$ cat src/rtl/ddr_cmd_scheduler.sv
// DDR4 single-request command scheduler with an open-page, per-bank open-row table.
// Optional periodic refresh is built when AUTO_REF_EN is defined.
module ddr_cmd_scheduler #(
  parameter int TRCD  = 4,
  parameter int TRP   = 4,
  parameter int TCCD  = 4,
  parameter int TREFI = 1560,
  parameter int TRFC  = 88
) (
  input  logic        CK_t,
  input  logic        reset,
  input  logic        req_valid,
  output logic        req_ready,
  input  logic        req_wr,
  input  logic [1:0]  req_bg,
  input  logic [1:0]  req_ba,
  input  logic [14:0] req_row,
  input  logic [9:0]  req_col,
  input  logic        bl8,
  output logic        cs_n,
  output logic        act_n,
  output logic        ras_n_a16,
  output logic        cas_n_a15,
  output logic        we_n_a14,
  output logic [1:0]  bg_addr,
  output logic [1:0]  ba_addr,
  output logic [13:0] a_addr,
  output logic        rd_start,
  output logic        wr_start,
  output logic        busy
);

  localparam int D1    = (TRCD > TRP) ? TRCD : TRP;
  localparam int D2    = (D1 > TCCD) ? D1 : TCCD;
  localparam int D3    = (D2 > TRFC) ? D2 : TRFC;
  localparam int D4    = (D3 > TREFI) ? D3 : TREFI;
  localparam int CNT_W = $clog2(D4 + 1);
  localparam int OCC8  = TCCD;
  localparam int OCC4  = TCCD / 2;

  typedef enum logic [3:0] {
    S_IDLE, S_PRE, S_TRP_WAIT, S_ACT, S_TRCD_WAIT,
    S_CAS, S_TCCD_WAIT, S_REF, S_TRFC_WAIT
  } state_t;

  typedef struct packed {
    logic [4:0]  cmd;  // {cs_n, act_n, ras_n_a16, cas_n_a15, we_n_a14}
    logic [1:0]  bg;
    logic [1:0]  ba;
    logic [13:0] a;
  } pins_t;

  localparam pins_t DES = '{cmd: 5'b11111, bg: 2'b00, ba: 2'b00, a: 14'h0000};

  function automatic pins_t f_act(input logic [14:0] row, input logic [1:0] bg, input logic [1:0] ba);
    pins_t p;
    p.cmd = {4'b0000, row[14]};
    p.bg  = bg;
    p.ba  = ba;
    p.a   = row[13:0];
    return p;
  endfunction

  function automatic pins_t f_cas(input logic wr, input logic [1:0] bg, input logic [1:0] ba,
                                  input logic [9:0] col, input logic b8);
    pins_t p;
    p.cmd = {4'b0110, ~wr};
    p.bg  = bg;
    p.ba  = ba;
    p.a   = {1'b0, b8, 2'b00, col};
    return p;
  endfunction

  function automatic pins_t f_pre(input logic [1:0] bg, input logic [1:0] ba, input logic all);
    pins_t p;
    p.cmd = 5'b01010;
    p.bg  = bg;
    p.ba  = ba;
    p.a   = {3'b000, all, 10'h000};
    return p;
  endfunction

  state_t             r_state;
  pins_t              r_pins;
  logic               r_rd_start;
  logic               r_wr_start;
  logic [CNT_W-1:0]   r_cnt;
  logic [15:0]        r_valid;
  logic [14:0]        r_row_tbl [16];
  logic               r_wr;
  logic [1:0]         r_bg;
  logic [1:0]         r_ba;
  logic [14:0]        r_row;
  logic [9:0]         r_col;
  logic               r_bl8;

  logic [3:0]         w_idx;
  logic [3:0]         r_idx_w;
  logic               w_hit;
  logic               w_ref_pend;

  assign w_idx   = {req_bg, req_ba};
  assign r_idx_w = {r_bg, r_ba};
  assign w_hit   = r_valid[w_idx] && (r_row_tbl[w_idx] == req_row);

`ifdef AUTO_REF_EN
  logic [CNT_W-1:0]   r_ref_cnt;
  logic               r_ref_pend;
  logic               r_in_ref;
  logic               w_ref_tick;

  assign w_ref_tick = (r_ref_cnt == CNT_W'(TREFI - 1));
  assign w_ref_pend = r_ref_pend;

  always_ff @(posedge CK_t) begin
    if (reset) begin
      r_ref_cnt <= '0;
    end else if (w_ref_tick) begin
      r_ref_cnt <= '0;
    end else begin
      r_ref_cnt <= r_ref_cnt + 1'b1;
    end
  end
`else
  assign w_ref_pend = 1'b0;
`endif

  always_ff @(posedge CK_t) begin
    r_pins     <= DES;
    r_rd_start <= 1'b0;
    r_wr_start <= 1'b0;
    if (reset) begin
      r_state <= S_IDLE;
      r_cnt   <= '0;
      r_valid <= '0;
      r_wr    <= 1'b0;
      r_bg    <= '0;
      r_ba    <= '0;
      r_row   <= '0;
      r_col   <= '0;
      r_bl8   <= 1'b0;
`ifdef AUTO_REF_EN
      r_ref_pend <= 1'b0;
      r_in_ref   <= 1'b0;
`endif
    end else begin
      case (r_state)
        S_IDLE: begin
`ifdef AUTO_REF_EN
          if (r_ref_pend) begin
            r_in_ref <= 1'b1;
            if (|r_valid) begin
              r_state <= S_PRE;
              r_pins  <= f_pre(2'b00, 2'b00, 1'b1);
            end else begin
              r_state  <= S_REF;
              r_pins.cmd <= 5'b01001;
            end
          end else
`endif
          if (req_valid) begin
            r_wr  <= req_wr;
            r_bg  <= req_bg;
            r_ba  <= req_ba;
            r_row <= req_row;
            r_col <= req_col;
            r_bl8 <= bl8;
            if (w_hit) begin
              r_state    <= S_CAS;
              r_pins     <= f_cas(req_wr, req_bg, req_ba, req_col, bl8);
              r_rd_start <= ~req_wr;
              r_wr_start <= req_wr;
            end else if (r_valid[w_idx]) begin
              r_state <= S_PRE;
              r_pins  <= f_pre(req_bg, req_ba, 1'b0);
            end else begin
              r_state <= S_ACT;
              r_pins  <= f_act(req_row, req_bg, req_ba);
            end
          end
        end
        S_PRE: begin
`ifdef AUTO_REF_EN
          if (!r_in_ref) r_valid[r_idx_w] <= 1'b0;
`else
          r_valid[r_idx_w] <= 1'b0;
`endif
          r_cnt   <= CNT_W'(TRP - 2);
          r_state <= S_TRP_WAIT;
        end
        S_TRP_WAIT: begin
          if (r_cnt == '0) begin
`ifdef AUTO_REF_EN
            if (r_in_ref) begin
              r_state    <= S_REF;
              r_pins.cmd <= 5'b01001;
            end else begin
              r_state <= S_ACT;
              r_pins  <= f_act(r_row, r_bg, r_ba);
            end
`else
            r_state <= S_ACT;
            r_pins  <= f_act(r_row, r_bg, r_ba);
`endif
          end else begin
            r_cnt <= r_cnt - 1'b1;
          end
        end
        S_ACT: begin
          r_valid[r_idx_w]   <= 1'b1;
          r_row_tbl[r_idx_w] <= r_row;
          r_cnt              <= CNT_W'(TRCD - 2);
          r_state            <= S_TRCD_WAIT;
        end
        S_TRCD_WAIT: begin
          if (r_cnt == '0) begin
            r_state    <= S_CAS;
            r_pins     <= f_cas(r_wr, r_bg, r_ba, r_col, r_bl8);
            r_rd_start <= ~r_wr;
            r_wr_start <= r_wr;
          end else begin
            r_cnt <= r_cnt - 1'b1;
          end
        end
        S_CAS: begin
          // BL4 with TCCD=2 occupies only the CAS cycle itself
          if (!r_bl8 && OCC4 <= 1) begin
            r_state <= S_IDLE;
          end else begin
            r_cnt   <= r_bl8 ? CNT_W'(OCC8 - 2) : CNT_W'(OCC4 - 2);
            r_state <= S_TCCD_WAIT;
          end
        end
        S_TCCD_WAIT: begin
          if (r_cnt == '0) r_state <= S_IDLE;
          else             r_cnt   <= r_cnt - 1'b1;
        end
`ifdef AUTO_REF_EN
        S_REF: begin
          if (TRFC <= 1) begin
            r_state    <= S_IDLE;
            r_valid    <= '0;
            r_ref_pend <= 1'b0;
            r_in_ref   <= 1'b0;
          end else begin
            r_cnt   <= CNT_W'(TRFC - 2);
            r_state <= S_TRFC_WAIT;
          end
        end
        S_TRFC_WAIT: begin
          if (r_cnt == '0) begin
            r_state    <= S_IDLE;
            r_valid    <= '0;
            r_ref_pend <= 1'b0;
            r_in_ref   <= 1'b0;
          end else begin
            r_cnt <= r_cnt - 1'b1;
          end
        end
`endif
        default: r_state <= S_IDLE;
      endcase
`ifdef AUTO_REF_EN
      // A fresh interval tick wins over the end-of-refresh clear
      if (w_ref_tick) r_ref_pend <= 1'b1;
`endif
    end
  end

  assign {cs_n, act_n, ras_n_a16, cas_n_a15, we_n_a14} = r_pins.cmd;
  assign bg_addr   = r_pins.bg;
  assign ba_addr   = r_pins.ba;
  assign a_addr    = r_pins.a;
  assign rd_start  = r_rd_start;
  assign wr_start  = r_wr_start;
  assign busy      = (r_state != S_IDLE);
  assign req_ready = (r_state == S_IDLE) && !w_ref_pend;

endmodule

$ cat config.mk
export PLATFORM = sky130hd
export DESIGN_NAME = ddr_cmd_scheduler
export DESIGN_NICKNAME = d
export VERILOG_FILES = /design/src/rtl/ddr_cmd_scheduler.sv
export SDC_FILE = /design/constraint.sdc
export NUM_CORES = 1
export LEC_CHECK = 0
export BUFFER_PORTS_ARGS = -buffer_cell sky130_fd_sc_hd__buf_2
export CAP_MARGIN = 20
export CORE_UTILIZATION = 55
export CTS_CLUSTER_DIAMETER = 150
export DETAILED_ROUTE_END_ITERATION = 8
export PLACE_DENSITY_LB_ADDON = 0.1
export SYNTH_ARGS = -nofsm -noshare
export SYNTH_HDL_FRONTEND = slang
export SYNTH_SLANG_ARGS = --single-unit
$ cat constraint.sdc
create_clock -name CK_t -period 3.9 [get_ports CK_t]
set_input_delay 0.195 -clock CK_t [delete_from_list [all_inputs] [get_ports CK_t]]
set_output_delay 0.195 -clock CK_t [all_outputs]
set_load 0.01 [all_outputs]
==> impl_metrics.env <==
export IMPL_status="complete, no violations"
export IMPL_max_freq_mhz=336
export IMPL_worstPathMaxFanout=9
export IMPL_tightest_slew_ns=1.07
export IMPL_synth_cells=900
export IMPL_grtUsageTotal_pct=26.9
export IMPL_cts_hold_buffers_added=24
export IMPL_ctsResizeCount=0
export IMPL_finalCritPeriodShare_pct=76.2
export IMPL_cp_arrival_ns=3.38
export IMPL_fp_dieArea_um2=24800
export IMPL_synth_async_reset_ratio_pct=0
export IMPL_cts_sinks=326
export IMPL_drc=0
export IMPL_drt_iter0_markers=914
export IMPL_fp_dieW_um=157
export IMPL_grt_busiest_layer="met2"
export IMPL_period_minus_slack_ns=2.97
export IMPL_syn_avg_cell_area_um2=14.8
export IMPL_die_y_um=157
export IMPL_fin_worst_skew_ns=0.0150
export IMPL_synthTopCellsByCount="edfxtp_1, nand2_1, dfxtp_1"
export IMPL_synth_area_um2=13300
export IMPL_relSlewSlack_pct=28.4
export IMPL_rows=56
export IMPL_place_detailed_hpwl_um=19500
export IMPL_synth_top_area_share_pct=54.2
export IMPL_power_density_nw_per_um2=572
export IMPL_finalSetupViolCount=0
export IMPL_synth_nets=935
export IMPL_rrSetupSlack_ns=0.93
export IMPL_finalNonFillerCells=1344
export IMPL_worst_setup_path_start_kind="flop"
export IMPL_peakVddDrop_v=0.000369
export IMPL_worstPathRequired_ns=4.31
export IMPL_critical_path_max_stage_delay_ns=0.61
export IMPL_synth_ff_type="edfxtp_1"
export IMPL_hold_viol=0
export IMPL_grt_pass1_wl_um=48000
export IMPL_drv_slew=0
export IMPL_reg2reg_from="r_row_tbl[1][3]"
export IMPL_numCtsBuffers=35
export IMPL_maxCapViolations=0
export IMPL_cts_root_buffer="clkbuf_16"
export IMPL_yosysUniqueCellTypes=58
export IMPL_cts_tree="built"
export IMPL_synth_seq_cells=326
export IMPL_fin_util_pct=64.7
export IMPL_coreArea_um2=23600
export IMPL_antenna_found_initial=0
export IMPL_cts_setup_buffers=0
export IMPL_slowest_stage="nor4_4"
export IMPL_drtPass1Iterations=5
export IMPL_clk_path_buf_depth=3
export IMPL_final_antenna_net_count=0
export IMPL_path_class="reg -> reg"
export IMPL_hp_class="in -> reg"
export IMPL_grt_overflow_total=0
export IMPL_insertion_delay_ns=0.52
export IMPL_rsz0062_at_grt="false"
export IMPL_grt_pass1_vias=8084
export IMPL_reg2reg_to="rd_start"
export IMPL_place_gp_congestion=0.856
export IMPL_path_clk_slew_ns=0.06
export IMPL_leakagePower_nw=5.30
export IMPL_seq_area_frac_synth_pct=67.2
export IMPL_ioPinCount=61
export IMPL_finalSetupTns_ns=0
export IMPL_cts_max_level=2
export IMPL_wire_per_inst_um=24.2
export IMPL_drive_gt1_share_pct=20.6
export IMPL_reg2regPathDepth=7
export IMPL_num_antenna_cells=0
export IMPL_cp_end_kind="flop"
export IMPL_synth_edf_count=240
export IMPL_area_growth_pct=14.9
export IMPL_finalNetCount=1034
export IMPL_worst_setup_path_endpoint="rd_start"
export IMPL_vias=8206
export IMPL_initial_core_util_pct=56.3
export IMPL_wl_um=32500
export IMPL_met3_usage_pct=3.72
export IMPL_synth_area_leaders="edfxtp_1, dfxtp_1, mux4_2"
export IMPL_avgViaCountPerCell=6.11
export IMPL_met2_usage_pct=44.0
export IMPL_yosys_area_top_type="edfxtp_1"
export IMPL_dp_cells=1257
export IMPL_grt_start_max_net_pins=57
export IMPL_setup_worst_path_start="r_row_tbl[1][3]"
export IMPL_synth_warnings=0
export IMPL_port_buffers=60
export IMPL_crit_chain="mux4_1 -> mux4_2 -> xnor2_1 -> nand2_1 -> nor4_4 -> nand4_4 -> o41ai_2"
export IMPL_met1_usage_pct=36.8
export IMPL_synth_most_common_cell="edfxtp_1"
worst max-delay path: cells and delay by family, from the launching register on:
family,cells,cell delay (ns)
DFF,1,0.36
muxes,2,1.02
and+or+nand+nor,3,0.99
AOI/OAI and AO/OA,1,0.34
xor gates and xnor gates,1,0.17
sequential cells by signal, indices dropped and copies added (netlist names), named ones only:
register	count
r_bl8	1
cs_n	1
wr_start	1
r_ba	2
r_cnt	11
bg_addr	2
r_row	15
rd_start	1
cas_n_a15	1
act_n	1
r_bg	2
r_state	3
ras_n_a16	1
r_wr	1
r_col	10
r_row_tbl	240
ba_addr	2
a_addr	14
we_n_a14	1
layer usage:
| layer | share of wire, % | wire [um] | up-vias |
|---|---|---|---|
| li1 | - | - | 3617 |
| met1 | 42 | 13500 | 4191 |
| met2 | 49 | 16000 | 327 |
| met3 | 6.0 | 1960 | 71 |
| met4 | 3.1 | 1020 | 0 |
| met5 | 0 | 0 | - |
stage by stage:
stage	setup slack [ns]	hold slack, ns	total power, mW	cell area [um2]
final	0.928	0.0209	8.74	15300
after global routing	0.802	0.0133	9.07	15300
after CTS	0.922	0.00340	8.76	15300
after detailed placement	0.578	0.440	5.60	13900
after global placement	0.643	0.429	5.54	13900
after floorplan	1.18	0.295	5.18	13300
cell families (layout without fill, tap and decap cells):
kind of cell             after synthesis  count (layout)  synth area share [%]
flip-flops                           326             326                  67.2
AND/OR/NAND/NOR                      247             247                  8.56
AO/OA/AOI/OAI                        129             129                  6.11
multiplexers                          97              97                  12.9
buffers and inverters                 67             192                  2.98
XOR/XNOR                              33              33                  2.17
adder cells (fa/ha/maj)                1               1                0.0941
worst min-delay path by stage:
stage / startpoint / endpoint / depth (start not counted)
floorplan: req_wr / rd_start / 1
global placement: req_wr / rd_start / 2
detailed placement: req_wr / we_n_a14 / 2
CTS: req_row[2] / r_row[2] / 3
global route: req_row[2] / r_row[2] / 3
finish: req_row[2] / r_row[2] / 3
where the power goes:
group	leakage (nW)	total, mW	internal, mW	switching [mW]
clock network	0.534	3.17	1.86	1.31
registers	2.91	4.25	3.99	0.260
logic	1.85	1.32	0.498	0.826
cells in the final DEF (no fill, tap or decap), drive strengths merged, types with 10 or more instances in the layout:
cell           n
buf           94
dfxtp         86
edfxtp       240
a21oi         60
dlygate4sd3   24
xnor2         27
a22oi         13
o21ai         11
nand3         35
clkbuf        49
inv           13
nor2          47
nand2        113
mux2i         33
mux4          58
clkinv        10
cell type report:
class,count,area [um2]
fillers,1701,8340
multi-input cells,507,4000
well taps,319,399
inverters,11,41.3
clock buffers,49,960
clock inverters,14,135
flip-flops and latches,326,8930
repair buffers,118,811
Power figures use the tool's default switching activity.
